`src/rtl/axis8_to_stream16_if.sv`:
```
// Byte-stream input and 16-bit word output bundle for axis8_to_stream16.
// The slave modport is the design's view; the master modport is the environment's view.
interface axis8_to_stream16_if;
    logic [7:0]  s_axis_tdata;
    logic        s_axis_tvalid;
    logic        s_axis_tready;
    logic        s_axis_tlast;
    logic [15:0] dout;
    logic        dout_valid;
    logic        dout_ready;
    logic        dout_last;

    // Valid/ready: a transfer happens on a rising CORE_CLK edge where valid and
    // ready are both high; valid never depends combinationally on ready.
    modport slave (
        input  s_axis_tdata, s_axis_tvalid, s_axis_tlast, dout_ready,
        output s_axis_tready, dout, dout_valid, dout_last
    );

    modport master (
        output s_axis_tdata, s_axis_tvalid, s_axis_tlast, dout_ready,
        input  s_axis_tready, dout, dout_valid, dout_last
    );
endinterface

```
`src/rtl/axis8_to_stream16.sv`:
```
// Reassembles AXIS 8-bit byte pairs (low byte first) into 16-bit words with a last flag, via a show-ahead FIFO.
// Optional macro AXIS8_UNPACK_PAD_EN: an odd trailing byte is pushed as {8'h00, byte} instead of dropped.
module axis8_to_stream16 #(
    parameter int DEPTH    = 16,
    parameter int CNT_BITS = 16
) (
    input  logic                     CORE_CLK,
    input  logic                     CORE_RSTN,
    axis8_to_stream16_if.slave       bus,
    output logic [$clog2(DEPTH):0]   level,
    output logic [CNT_BITS-1:0]      word_count,
    output logic [CNT_BITS-1:0]      pkt_count,
    output logic                     err_odd,
    output logic                     state_dbg
);
    localparam int AW = $clog2(DEPTH);

    typedef enum logic {ST_LO = 1'b0, ST_HI = 1'b1} asm_state_t;

    asm_state_t    state_q, state_d;
    logic [7:0]    lo_byte_q;
    logic [16:0]   mem [DEPTH];
    logic [AW:0]   wr_ptr_q, rd_ptr_q;
    logic          full, empty, accept, pop;
    logic          lo_load, push, odd_evt;
    logic [16:0]   push_data;
    logic [16:0]   head;

    assign full  = (wr_ptr_q[AW] != rd_ptr_q[AW]) && (wr_ptr_q[AW-1:0] == rd_ptr_q[AW-1:0]);
    assign empty = (wr_ptr_q == rd_ptr_q);

    // tready only depends on FIFO room, so an accepted high byte always has a slot.
    assign bus.s_axis_tready = CORE_RSTN & ~full;
    assign accept            = bus.s_axis_tvalid & bus.s_axis_tready;
    assign pop               = ~empty & bus.dout_ready;

    always_comb begin
        state_d   = state_q;
        lo_load   = 1'b0;
        push      = 1'b0;
        odd_evt   = 1'b0;
        push_data = '0;
        case (state_q)
            ST_LO: begin
                if (accept) begin
                    if (bus.s_axis_tlast) begin
                        odd_evt = 1'b1;
`ifdef AXIS8_UNPACK_PAD_EN
                        push      = 1'b1;
                        push_data = {1'b1, 8'h00, bus.s_axis_tdata};
`endif
                    end else begin
                        lo_load = 1'b1;
                        state_d = ST_HI;
                    end
                end
            end
            ST_HI: begin
                if (accept) begin
                    push      = 1'b1;
                    push_data = {bus.s_axis_tlast, bus.s_axis_tdata, lo_byte_q};
                    state_d   = ST_LO;
                end
            end
            default: state_d = ST_LO;
        endcase
    end

    always_ff @(posedge CORE_CLK or negedge CORE_RSTN) begin
        if (!CORE_RSTN) begin
            state_q    <= ST_LO;
            lo_byte_q  <= 8'h00;
            wr_ptr_q   <= '0;
            rd_ptr_q   <= '0;
            word_count <= '0;
            pkt_count  <= '0;
            err_odd    <= 1'b0;
        end else begin
            state_q <= state_d;
            if (lo_load) lo_byte_q <= bus.s_axis_tdata;
            if (push) begin
                wr_ptr_q   <= wr_ptr_q + 1'b1;
                word_count <= word_count + 1'b1;
                if (push_data[16]) pkt_count <= pkt_count + 1'b1;
            end
            if (pop) rd_ptr_q <= rd_ptr_q + 1'b1;
            if (odd_evt) err_odd <= 1'b1;
        end
    end

    // Storage needs no reset; the output is masked while the FIFO is empty.
    always_ff @(posedge CORE_CLK) begin
        if (push) mem[wr_ptr_q[AW-1:0]] <= push_data;
    end

    assign head          = mem[rd_ptr_q[AW-1:0]];
    assign bus.dout      = empty ? 16'h0000 : head[15:0];
    assign bus.dout_last = ~empty & head[16];
    assign bus.dout_valid = ~empty;
    assign level         = wr_ptr_q - rd_ptr_q;
    assign state_dbg     = state_q;
endmodule

```
`src/flat_wrapper.sv`:
```
// flat-port wrapper written by rule: the top's interface ports become plain ports
module axis8_to_stream16_flat 
#(
    parameter int DEPTH    = 16,
    parameter int CNT_BITS = 16
)
  (CORE_CLK, CORE_RSTN, level, word_count, pkt_count, err_odd, state_dbg, bus_s_axis_tdata, bus_s_axis_tvalid, bus_s_axis_tlast, bus_dout_ready, bus_s_axis_tready, bus_dout, bus_dout_valid, bus_dout_last);
  axis8_to_stream16_if bus_i ();
  input  logic CORE_CLK;
  input  logic CORE_RSTN;
  output logic [$clog2(DEPTH):0] level;
  output logic [CNT_BITS-1:0] word_count;
  output logic [CNT_BITS-1:0] pkt_count;
  output logic err_odd;
  output logic state_dbg;
  input wire logic [$bits(bus_i.s_axis_tdata)-1:0] bus_s_axis_tdata;
  input wire logic [$bits(bus_i.s_axis_tvalid)-1:0] bus_s_axis_tvalid;
  input wire logic [$bits(bus_i.s_axis_tlast)-1:0] bus_s_axis_tlast;
  input wire logic [$bits(bus_i.dout_ready)-1:0] bus_dout_ready;
  output wire logic [$bits(bus_i.s_axis_tready)-1:0] bus_s_axis_tready;
  output wire logic [$bits(bus_i.dout)-1:0] bus_dout;
  output wire logic [$bits(bus_i.dout_valid)-1:0] bus_dout_valid;
  output wire logic [$bits(bus_i.dout_last)-1:0] bus_dout_last;
  assign bus_i.s_axis_tdata = bus_s_axis_tdata;
  assign bus_i.s_axis_tvalid = bus_s_axis_tvalid;
  assign bus_i.s_axis_tlast = bus_s_axis_tlast;
  assign bus_i.dout_ready = bus_dout_ready;
  assign bus_s_axis_tready = bus_i.s_axis_tready;
  assign bus_dout = bus_i.dout;
  assign bus_dout_valid = bus_i.dout_valid;
  assign bus_dout_last = bus_i.dout_last;
  axis8_to_stream16 #(.DEPTH(DEPTH), .CNT_BITS(CNT_BITS)) u_core (.CORE_CLK(CORE_CLK), .CORE_RSTN(CORE_RSTN), .bus(bus_i), .level(level), .word_count(word_count), .pkt_count(pkt_count), .err_odd(err_odd), .state_dbg(state_dbg));
endmodule
```
`config.mk`:
```
export PLATFORM = sky130hd
export DESIGN_NAME = axis8_to_stream16_flat
export DESIGN_NICKNAME = d
export VERILOG_FILES = /design/src/rtl/axis8_to_stream16_if.sv /design/src/rtl/axis8_to_stream16.sv /design/src/flat_wrapper.sv
export SDC_FILE = /design/constraint.sdc
export NUM_CORES = 1
export LEC_CHECK = 0
export CORE_ASPECT_RATIO = 0.7
export CORE_MARGIN = 1.5
export CORE_UTILIZATION = 64
export CTS_CLUSTER_DIAMETER = 100
export DETAILED_ROUTE_END_ITERATION = 8
export GPL_ROUTABILITY_DRIVEN = 0
export PLACE_DENSITY = 0.89
export RECOVER_POWER = 50
export SYNTH_ARGS = -nofsm -noshare
export SYNTH_HDL_FRONTEND = slang
export SYNTH_SLANG_ARGS = --single-unit
```
`constraint.sdc`:
```
create_clock -name CORE_CLK -period 10.8 [get_ports CORE_CLK]
set_input_delay 2.16 -clock CORE_CLK [delete_from_list [all_inputs] [get_ports CORE_CLK]]
set_output_delay 2.16 -clock CORE_CLK [all_outputs]
set_load 0.02 [all_outputs]
```
# Word-level counts from Yosys, hierarchy flattened
# Memories as Yosys holds them, arrays and structs flattened.
# Index checks and enable logic that the tools add are counted.
# totals
reg_bits	52
ram_bits	272
inputBits	13
wordCells	40
mem_count	1
# op_classes
add_sub_neg	5
n_eq_ne	3
n_mux	15
bitwise_logic	7
reduce_logical	2
# mem_list
name	words	width	rd	rd_clocked_by_memory_dff	write_ports	line	source
u_core.mem	16	17	1	0	1	axis8_to_stream16.sv:22	logic [16:0] mem [DEPTH];
# ops
cell	count
two-way mux 17 bit	2
adder 16 x 1 -> 16 bit (second input constant)	2
two-way mux 16 bit	1
two-way mux 1 bit	11
adder 5 x 1 -> 5 bit (second input constant)	2
== test 5 bit	1
subtractor 5 bit	1
bitwise AND 1 bit	4
== test 4 bit	1
NOT 1 bit	3
case mux 1 bit (2 select lines)	1
AND reduction 2 bit	1
logical AND 1 bit	1
inequality test 1 bit	1

# Depth between registers and ports, before layout
# Gate-level depths: netlist (run 1).
# depth
depth_word	9
ltp_mapped	12

# Worst setup path after synthesis (run 1)
# Ideal clock, no wire load.
# synth_timing
kind	flip-flop to output port
startpoint	reg u_core.rd_ptr_q[3]
endpoint	out bus_dout[10]
arrival_time_ps	2727
required_ps	8640
slack_ps	5913
path_stages_with_launch	12
n_path_buf	5
path_cell_list	dfrtp_1 -> buf_2 -> buf_2 -> inv_2 -> buf_2 -> ha_1 -> and4_4 -> buf_6 -> nand2_1 -> clkbuf_1 -> o21ai_0 -> a21oi_1
# synth_via
elab_chain_len	2
word_cells_on_any_way	3
classes_between	1 x eq/ne; 1 x mux; 1 x memory
# synth_lines
element	line	source
from (decl)	axis8_to_stream16.sv:23	logic [AW:0] wr_ptr_q, rd_ptr_q;
from (signal assigned)	axis8_to_stream16.sv:86	if (pop) rd_ptr_q <= rd_ptr_q + 1'b1;
memory (16 x 17 bit) / == test 5 bit (equally long branches)	n/a	
two-way mux 16 bit *	axis8_to_stream16.sv:97	assign bus.dout = empty ? 16'h0000 : head[15:0];
to (decl)	flat_wrapper.sv:21	output wire logic [$bits(bus_i.dout)-1:0] bus_dout;
# Every way passes the cells marked *; elsewhere a longest branch is shown, timed or not.

# Final worst setup path (run 1)
# layout_timing
startpoint	in CORE_RSTN
endpoint	mem u_core.mem[4][16], enable pin
# layout_via
elab_chain_len	6
# layout_lines
element	line	source
from (decl)	flat_wrapper.sv:10	input logic CORE_RSTN;
bitwise AND 1 bit	axis8_to_stream16.sv:33	assign bus.s_axis_tready = CORE_RSTN & ~full;
bitwise AND 1 bit	axis8_to_stream16.sv:34	assign accept = bus.s_axis_tvalid & bus.s_axis_tready;
two-way mux 1 bit	axis8_to_stream16.sv:59	if (accept) begin
two-way mux 1 bit	axis8_to_stream16.sv:43	case (state_q)
two-way mux 1 bit	axis8_to_stream16.sv:93	if (push) mem[wr_ptr_q[AW-1:0]] <= push_data;
two-way mux 1 bit (implied by the code)	axis8_to_stream16.sv:93	
to (decl)	axis8_to_stream16.sv:22	
# No other way between the ends.

==> reports/metrics.yaml, run 1 <==
sta:
  tightest_slew_ps: 2991
  rsz0062_at_grt: "false"
  fmax_ghz: 0.1327
  skew_ps: 36.04
  period_share: 0.6980
  hold_viol: 0
  post-route-min-period_ps: 7538
  drv_slew: 58
  tns_ps: 0
  slew_headroom: -0.9942
  setup_viol: 0
synth:
  yosys.area_share.simple: 0.04280
  syn_inst: 679
  ys_seq_area_frac: 0.7230
  synth_area_per_cell_um2: 19.29
  synth_edf_count: 272
  ys_seq_elements: 324
  synth-compound-area-share: 0.02083
  synthMuxAreaShare: 0.1554
  synth_top_family_by_area: "multiplexers"
  ys_async_sr_fraction: 0.1605
  synthesis.nets: 704
  synthFlopType: "edfxtp_1"
  synth_warnings: 0
  synth_cell_types: 42
  netlist_area_um2: 13100
  synth-adder-area-share: 0.01204
  synth-xor-area-share: 0.02875
critical_path:
  crit_type: "in2reg"
  startpoint: "CORE_RSTN"
  crit_path_start_kind: "input port"
  worstPathArrival_ps: 7690
  timing.rr.start: "u_core.rd_ptr_q[2]$_DFFE_PN0P_"
  crit_fanout: 57
  cp_data_required_time_ps: 10950
  end_kind: "flip-flop"
cells_and_area:
  drive_gt1_frac: 0.1746
  area_delta_synth_final_pct: 13.30
  post-route-util: 0.7454
  layout_common_cells: "272 x edfxtp_1, 68 x mux4_2, 51 x dfrtp_1"
  fillers: 1089
  n_antenna_cell: 0
  final_common_cell: "edfxtp_1"
  design_area_um2: 14840
  nNetsFinal: 783
routing:
  wirelength_mm: 28.84
  avgRoutedWirePerCell_um: 27.49
  dr.pass1.iters: 5
  drt_iter0_drc: 1032
  antenna_left: 0
  drc_errors: 0
  dr_total_vias: 6790
  viasPerCell: 6.473
placement:
  placed_area_um2: 14030
  port_buffers: 70
  hpwlAfterDp_mm: 16.78
clock_tree:
  cts_max_level: 1
  clk_latency_ps: 570
  cts_resized: 0
  path_clk_slew_ps: 60
  clkSinkCount: 324
  cts_buffers: 28
  cts_post_setup_buffers_inserted: 0
  cts_tree: "done"
  cts-root-buf: "clkbuf_16"
  ctsHoldBuffers: 0
  cts_buffer_depth: 3
die:
  floorplan.die_area_um2: 21350
  core_um2: 19910
  die_w_um: 174.0
  die_y_um: 122.7
  start_util: 0.6580
  num_rows: 43
  io_pins: 71
pwr:
  p_per_area_nw_per_um2: 253.9
  switching_share: 0.3228
  vdd_drop_max_mv: 0.2331
  finalPower_mw: 3.767
  pwr-share-seq: 0.406
  power_leakage_nw: 5.327
  pwr-share-comb: 0.342
  clockPowerShare: 0.252
  p_int_mw: 2.551
  p_sw_mw: 1.216
min_path:
  hp-class: "reg2reg"
  worstHoldStart: "u_core.err_odd$_DFFE_PN0P_"
global_route:
  gr-total-overflow: 0
  track_usage: 0.2770
  first_global_vias: 6924
  antenna_found_initial: 1
  grt_pass1_wl_mm: 42.72
  grt_max_degree: 58
status:
  status: "finished with violations"
  violations: "capacitance limit, slew limit"
job:
  maxCapViolCount: 1
-- synthesized netlist by cell type, drive strengths merged (3+ instances only) --
cell type,instances,area (um^2)
a21oi,20,103.9
nand3,14,70.07
and3,22,137.6
inv,11,41.29
and4,4,37.54
clkbuf,14,52.55
buf,17,131.4
ha,11,137.6
a211oi,3,27.52
edfxtp,272,8168
nand4,11,68.82
xor2,10,87.58
mux4,68,1531
o21ai,17,85.08
nor2b,4,25.02
dfrtp,52,1301
a21o,3,22.52
xnor2,33,289.0
mux2i,17,170.2
nor2,4,15.01
nand2,18,67.56
mux2,27,334.1
and2,17,106.4
-- state kept, by name, summed over array words and instances (netlist names) --
signal,cells
u_core.err_odd,1
u_core.lo_byte_q,8
u_core.mem,272
u_core.pkt_count,16
u_core.rd_ptr_q,5
u_core.state_dbg,1
u_core.word_count,16
u_core.wr_ptr_q,5
-- metal layers --
metal,vias to the layer above,global-route usage,routed length (um),share of wire
li1,2842,-,-,-
met1,3504,0.3937,11400,0.40
met2,378,0.4480,14260,0.49
met3,64,0.04895,2423,0.084
met4,2,0.09159,745,0.026
met5,-,0,12,0.00042
-- area by class of cell --
cell class	instances	area [um^2]	share of cell area
inverters	11	41.29	0.002782
clock buffers	41	802.0	0.05405
well taps	270	337.8	0.02277
flip-flops and latches	324	9473	0.6384
repair buffers	80	763.2	0.05143
multi-input cells	313	3366	0.2268
clock inverters	10	56.30	0.003794
-- cells by family after synthesis --
| family | count (synthesis) |
|---|---|
| buf+inv | 42 |
| fa+ha+maj | 12 |
| mux | 112 |
| simple gates | 99 |
| flops | 324 |
| compound gates | 47 |
| xor+xnor | 43 |
-- worst max-delay path: stages --
cell and delay [ps]:
buf_2 90, clkbuf_1 2100, nand3_1 490, a21oi_1 520
clkbuf_1 1070, and3_1 1200
-- power groups by stage --
stage | logic [mW] | registers, mW | clock network (mW)
after CTS | 1.31 | 1.53 | 0.948
after global placement | 1.25 | 1.55 | 0
final | 1.29 | 1.53 | 0.949
after floorplan | 0.891 | 1.50 | 0
after global routing | 1.36 | 1.54 | 0.999
after detailed placement | 1.29 | 1.55 | 0
-- through the flow --
stage          setup slack, ps  cells  hold WS (ps)
2_1_floorplan             5913    679         472.9
3_3_place_gp              4943    998         461.2
3_5_place_dp              4820    998         466.1
4_1_cts                   4068   1049         480.4
6_report                  3262   1049         484.2
5_1_grt                   2522   1049         509.3
-- path summary, 6_finish.rpt --
check / to / slack, ps / cells past startpoint
max: u_core.mem[4][16]$_DFFE_PP_ / 3260 / 6
max in group asynchronous: u_core.rd_ptr_q[0]$_DFFE_PN0P_ / 5980 / 2
min in group asynchronous: u_core.pkt_count[15]$_DFFE_PN0P_ / 2700 / 2
min reg2reg: u_core.err_odd$_DFFE_PN0P_ / 480 / 1
min: u_core.err_odd$_DFFE_PN0P_ / 480 / 1
max reg2reg: u_core.mem[4][16]$_DFFE_PP_ / 5660 / 6
Power figures use the tool's default switching activity.
==> run 2: changes to the inputs <==
--- a/config.mk
+++ b/config.mk
@@ -7,11 +7,11 @@
 export LEC_CHECK = 0
 export CORE_ASPECT_RATIO = 0.7
 export CORE_MARGIN = 1.5
-export CORE_UTILIZATION = 64
+export CORE_UTILIZATION = 54
 export CTS_CLUSTER_DIAMETER = 100
 export DETAILED_ROUTE_END_ITERATION = 8
 export GPL_ROUTABILITY_DRIVEN = 0
-export PLACE_DENSITY = 0.89
+export PLACE_DENSITY = 0.81
 export RECOVER_POWER = 50
 export SYNTH_ARGS = -nofsm -noshare
 export SYNTH_HDL_FRONTEND = slang
==> constraint.sdc (replaced) <==
create_clock -name CORE_CLK -period 6.41 [get_ports CORE_CLK]
set_input_delay 1.282 -clock CORE_CLK [delete_from_list [all_inputs] [get_ports CORE_CLK]]
set_output_delay 1.282 -clock CORE_CLK [all_outputs]
set_load 0.02 [all_outputs]
==> run 2 against run 1 <==
- the flow now finishes without violations
- hold slack lost 8.7 ps
- core utilization decreased by 11 points
- clock power grew 85%
- die area is 18% higher
- critical path type is now reg2out
- critical endpoint is now bus_dout[9]
- highest routed layer is now met4
==> reports/metrics.yaml, run 2 (same netlist as run 1, synthesis figures left out) <==
min_path:
  hp-class: "reg2reg"
  worstHoldStart: "u_core.word_count[15]$_DFFE_PN0P_"
clock_tree:
  clkSinkCount: 324
  cts_post_setup_buffers_inserted: 0
  cts_buffer_depth: 3
  cts-root-buf: "clkbuf_16"
  cts_tree: "done"
  clk_latency_ps: 550
  cts_max_level: 1
  ctsHoldBuffers: 0
  cts_buffers: 28
  cts_resized: 0
  path_clk_slew_ps: 70
cells_and_area:
  nNetsFinal: 784
  final_common_cell: "edfxtp_1"
  multiInputGateArea_um2: 3361
  largest_reg_flops: 272
  drive_gt1_frac: 0.1795
  fillers: 1581
  layout_common_cells: "272 x edfxtp_1, 68 x mux4_2, 50 x dfrtp_1"
  register_area_um2: 9474
  n_antenna_cell: 0
  layoutNonFillerInstCount: 1098
  area_delta_synth_final_pct: 14.57
critical_path:
  startpoint: "u_core.rd_ptr_q[3]$_DFFE_PN0P_"
  timing.rr.start: "u_core.rd_ptr_q[3]$_DFFE_PN0P_"
  end_kind: "output port"
  crit_buf_inv: 3
  crit_path_start_kind: "flip-flop"
  crit_path_top_delay_cell: "inv_1"
  crit_type: "reg2out"
  crit_fanout: 22
  crit_family: "buffers and inverters"
  cp_data_required_time_ps: 5130
  crit_chain: "inv_1 -> ha_1 -> and4_1 -> nand2_1 -> buf_4 -> o21ai_0 -> a21oi_1 -> clkdlybuf4s50_1"
  slowest_delay_ps: 940
  worstPathArrival_ps: 4150
die:
  core_um2: 23700
  die_w_um: 189.1
  floorplan.die_area_um2: 25210
  num_rows: 47
  die_y_um: 133.3
  io_pins: 71
  start_util: 0.5527
routing:
  avgRoutedWirePerCell_um: 26.02
  antenna_left: 0
  viasPerCell: 6.208
  drt_iter0_drc: 713
  wirelength_mm: 28.57
  dr.pass1.iters: 5
  dr_total_vias: 6816
  drc_errors: 0
global_route:
  grt_max_degree: 41
  antenna_found_initial: 0
  gr-total-overflow: 0
  grt_pass1_wl_mm: 43.37
  track_usage: 0.2342
  first_global_vias: 6931
sta:
  drv_slew: 0
  hold_viol: 0
  tightest_slew_ps: 1389
  skew_ps: 24.95
  slew_headroom: 0.07388
  tns_ps: 0
  rsz0062_at_grt: "false"
  fmax_ghz: 0.1840
  setup_viol: 0
  post-route-min-period_ps: 5435
  period_share: 0.8479
pwr:
  p_per_area_nw_per_um2: 432.5
  power_leakage_nw: 5.374
  vdd_drop_max_mv: 0.3753
placement:
  hpwlAfterDp_mm: 16.79
  port_buffers: 70
  placedCellCount: 1047
job:
  maxCapViolCount: 0
status:
  status: "finished, final reports clean"
==> run 2: cell count changes in the layout (fill, tap and decap cells not counted), sizes merged <==
cell	delta
buf	+1
clkinv	+1
clkinvlp	+1
bufinv	+5
clkbuf	-7
==> run 2: layout make-up <==
type                    instances  share of cell area
flip-flops and latches        324              0.6314
multi-input cells             313              0.2240
repair buffers                 81             0.05153
clock buffers                  34             0.04961
well taps                     318             0.02652
clock inverters                17             0.01426
inverters                      11            0.002752
==> run 2: stage by stage <==
step           hold WS (ps)    util  setup slack (ps)  instance area (um^2)  power (mW)
3_5_place_dp          471.7  0.5950              2014                 14100       4.788
2_1_floorplan         472.9       -              2401                 13100       4.036
4_1_cts               482.6  0.6354              1510                 15060       6.545
3_3_place_gp          462.3  0.5950              2066                 14100       4.729
6_report              475.5  0.6332             974.9                 15010       6.491
5_1_grt               486.2  0.6332             844.8                 15010       6.744
==> run 2: layer usage <==
metal | up-vias | wire [um] | GRT usage
met5 | - | 0 | 0
met4 | 0 | 567 | 0.04718
met3 | 57 | 2529 | 0.04189
met2 | 356 | 13730 | 0.3693
met1 | 3544 | 11740 | 0.3503
li1 | 2859 | - | -
==> run 2: final timing paths <==
path                       slack (ps)  cells after the start                           endpoint
min reg2reg                       480                      1  u_core.word_count[15]$_DFFE_PN0P_
min in group asynchronous         980                      1     u_core.wr_ptr_q[1]$_DFFE_PN0P_
min                               480                      1  u_core.word_count[15]$_DFFE_PN0P_
max in group asynchronous        4310                      2     u_core.rd_ptr_q[0]$_DFFE_PN0P_
max reg2reg                      1230                      7        u_core.mem[15][4]$_DFFE_PP_
max                               970                      8                        bus_dout[9]
==> run 2: where the power goes <==
part           internal [mW]  leakage (nW)  switching, mW  total (mW)
Combinational           1.04          1.68           1.15        2.19
Sequential              2.40          3.22          0.139        2.54
Clock                   1.03         0.466          0.733        1.76
==> run 2: worst reg2reg max path, stage by stage (launching register included) <==
cell	delay [ps]
dfrtp_1	400
inv_1	940
ha_1	440
and4_1	300
a21oi_1	1100
clkbuf_1	720
and3_1	610
buf_4	350
==> run 3: changes to the inputs <==
--- a/config.mk
+++ b/config.mk
@@ -7,11 +7,11 @@
 export LEC_CHECK = 0
 export CORE_ASPECT_RATIO = 0.7
 export CORE_MARGIN = 1.5
-export CORE_UTILIZATION = 54
+export CORE_UTILIZATION = 59
 export CTS_CLUSTER_DIAMETER = 100
 export DETAILED_ROUTE_END_ITERATION = 8
 export GPL_ROUTABILITY_DRIVEN = 0
-export PLACE_DENSITY = 0.81
+export PLACE_DENSITY = 0.84
 export RECOVER_POWER = 50
 export SYNTH_ARGS = -nofsm -noshare
 export SYNTH_HDL_FRONTEND = slang
==> constraint.sdc (replaced) <==
create_clock -name CORE_CLK -period 5.5 [get_ports CORE_CLK]
set_input_delay 1.1 -clock CORE_CLK [delete_from_list [all_inputs] [get_ports CORE_CLK]]
set_output_delay 1.1 -clock CORE_CLK [all_outputs]
set_load 0.02 [all_outputs]
==> run 3 against run 2 <==
- the run now ends with capacitance limit, slew limit left
- worst setup slack got worse by 490 ps
- routed wire length decreased by 3.0%
- final cell count down 3.5%
- critical path depth fell by 1
- clock skew decreased by 16 ps
- clock power rose by 15%
- core utilization is 5.4 points higher
- first-iteration DRC count decreased by 8.4%
- largest power group unchanged
==> reports/metrics.yaml, run 3 (same netlist as run 1, synthesis figures left out) <==
die:
  die_y_um: 127.7
  core_um2: 21730
  start_util: 0.6026
  io_pins: 71
  floorplan.die_area_um2: 23120
  die_w_um: 181.1
  num_rows: 45
sta:
  drv_slew: 30
  fmax_ghz: 0.1995
  slew_headroom: -0.2042
  skew_ps: 8.563
  tightest_slew_ps: 1806
  post-route-min-period_ps: 5012
  hold_viol: 0
  setup_viol: 0
  rsz0062_at_grt: "false"
  tns_ps: 0
  period_share: 0.9112
clock_tree:
  path_clk_slew_ps: 70
  ctsHoldBuffers: 0
  cts_buffer_depth: 3
  cts-root-buf: "clkbuf_16"
  cts_resized: 0
  clk_latency_ps: 530
  cts_post_setup_buffers_inserted: 0
  clkSinkCount: 324
  cts_buffers: 28
  cts_tree: "done"
  cts_max_level: 1
critical_path:
  slowest_delay_ps: 690
  crit_buf_inv: 2
  r2r_setup_slack_ps: 790
  worstPathArrival_ps: 3910
  crit_fanout: 19
  cp_data_required_time_ps: 4400
  rr_worst_depth: 7
  reg2reg_to: "u_core.mem[3][9]$_DFFE_PP_"
  crit_path_top_delay_cell: "nand2_1"
  crit_family: "buffers and inverters"
  crit_chain: "inv_2 -> ha_1 -> and4_1 -> nand2_1 -> o21ai_0 -> a21oi_1 -> clkdlybuf4s50_1"
  end_kind: "output port"
  timing.rr.start: "u_core.rd_ptr_q[3]$_DFFE_PN0P_"
  crit_type: "reg2out"
  crit_path_start_kind: "flip-flop"
cells_and_area:
  layout_common_cells: "272 x edfxtp_1, 68 x mux4_2, 50 x dfrtp_1"
  post-route-util: 0.6873
  nNetsFinal: 783
  area_delta_synth_final_pct: 14.05
  n_antenna_cell: 0
  fillers: 1338
  largest_reg_flops: 272
  drive_gt1_frac: 0.1774
  final_common_cell: "edfxtp_1"
status:
  status: "finished with violations"
  violations: "capacitance limit, slew limit"
pwr:
  finalPower_mw: 7.518
  power_leakage_nw: 5.362
  p_per_area_nw_per_um2: 503.3
  vdd_drop_max_mv: 0.4345
global_route:
  track_usage: 0.2468
  antenna_found_initial: 0
  gr-total-overflow: 0
  grt_max_degree: 57
  first_global_vias: 6926
  grt_pass1_wl_mm: 41.80
routing:
  avgRoutedWirePerCell_um: 26.13
  dr.pass1.iters: 5
  wl_met2_mm: 13.49
  met1Wirelength_mm: 11.60
  drt_iter0_drc: 653
  route.met3.wl_mm: 2.261
  dr_total_vias: 6693
  antenna_left: 0
  wirelength_mm: 27.70
  highest_layer: "met4"
  viasPerCell: 6.314
  drc_errors: 0
min_path:
  hp-class: "reg2reg"
  holdPathStages: 1
  worstHoldStart: "u_core.err_odd$_DFFE_PN0P_"
  whs_endpoint: "u_core.err_odd$_DFFE_PN0P_"
placement:
  hpwlAfterDp_mm: 16.43
  port_buffers: 70
job:
  maxCapViolCount: 1
run 3: changes by cell type in the layout (fill, tap and decap cells not counted), sizes merged:
cell,delta
buf,-2
clkbuf,+2
clkinv,-1
clkinvlp,-1
run 3: stage by stage:
| step | instances | hold WS (ps) | area (um^2) | setup WS (ps) |
|---|---|---|---|---|
| after global routing | 1060 | 512.3 | 14940 | 363.4 |
| after detailed placement | 1010 | 469.6 | 14050 | 1181 |
| final | 1060 | 480.5 | 14940 | 488.4 |
| after floorplan | 679 | 472.9 | 13100 | 1641 |
| after global placement | 1010 | 460.9 | 14050 | 1246 |
| after CTS | 1060 | 488.3 | 14990 | 572.0 |
run 3: how the worst max path moves through the flow:
| stage | start | to | slack, ps | depth (start not counted) |
|---|---|---|---|---|
| 3_3_place_gp | u_core.rd_ptr_q[3]$_DFFE_PN0P_ | bus_dout[14] | 1250 | 7 |
| 3_5_place_dp | u_core.rd_ptr_q[3]$_DFFE_PN0P_ | bus_dout[14] | 1180 | 7 |
| 5_1_grt | u_core.rd_ptr_q[3]$_DFFE_PN0P_ | bus_dout[13] | 360 | 7 |
| 2_1_floorplan | u_core.rd_ptr_q[3]$_DFFE_PN0P_ | u_core.mem[3][0]$_DFFE_PP_ | 1640 | 11 |
| 4_1_cts | u_core.rd_ptr_q[3]$_DFFE_PN0P_ | bus_dout[13] | 570 | 7 |
| 6_report | u_core.rd_ptr_q[3]$_DFFE_PN0P_ | bus_dout[13] | 490 | 7 |
run 3: layer usage:
metal	vias up	global-route usage
li1	2849	-
met1	3508	0.3667
met2	301	0.3916
met3	35	0.04773
met4	0	0.05000
met5	-	0
run 3: worst register-to-register path: cells and delay by family, from the launching register on:
| kind | cells | cell delay (ps) |
|---|---|---|
| AND/OR/NAND/NOR | 3 | 1340 |
| flip-flops | 1 | 390 |
| AO/OA/AOI/OAI | 1 | 1410 |
| buffers and inverters | 2 | 860 |
| adder cells (fa/ha/maj) | 1 | 390 |
run 3: cell type report:
cell class,instances,area (um^2),area share
Tap cell,282,352.8,0.02362
Multi-Input combinational cell,313,3366,0.2253
Clock buffer,35,748.2,0.05009
Sequential cell,324,9474,0.6342
Inverter,11,41.29,0.002764
Timing Repair Buffer,80,762.0,0.05101
Clock inverter,15,193.9,0.01298
run 3: power by group:
part	total, mW	internal (mW)	switching (mW)
registers	2.95	2.80	0.151
clock network	2.03	1.19	0.841
logic	2.53	1.21	1.32
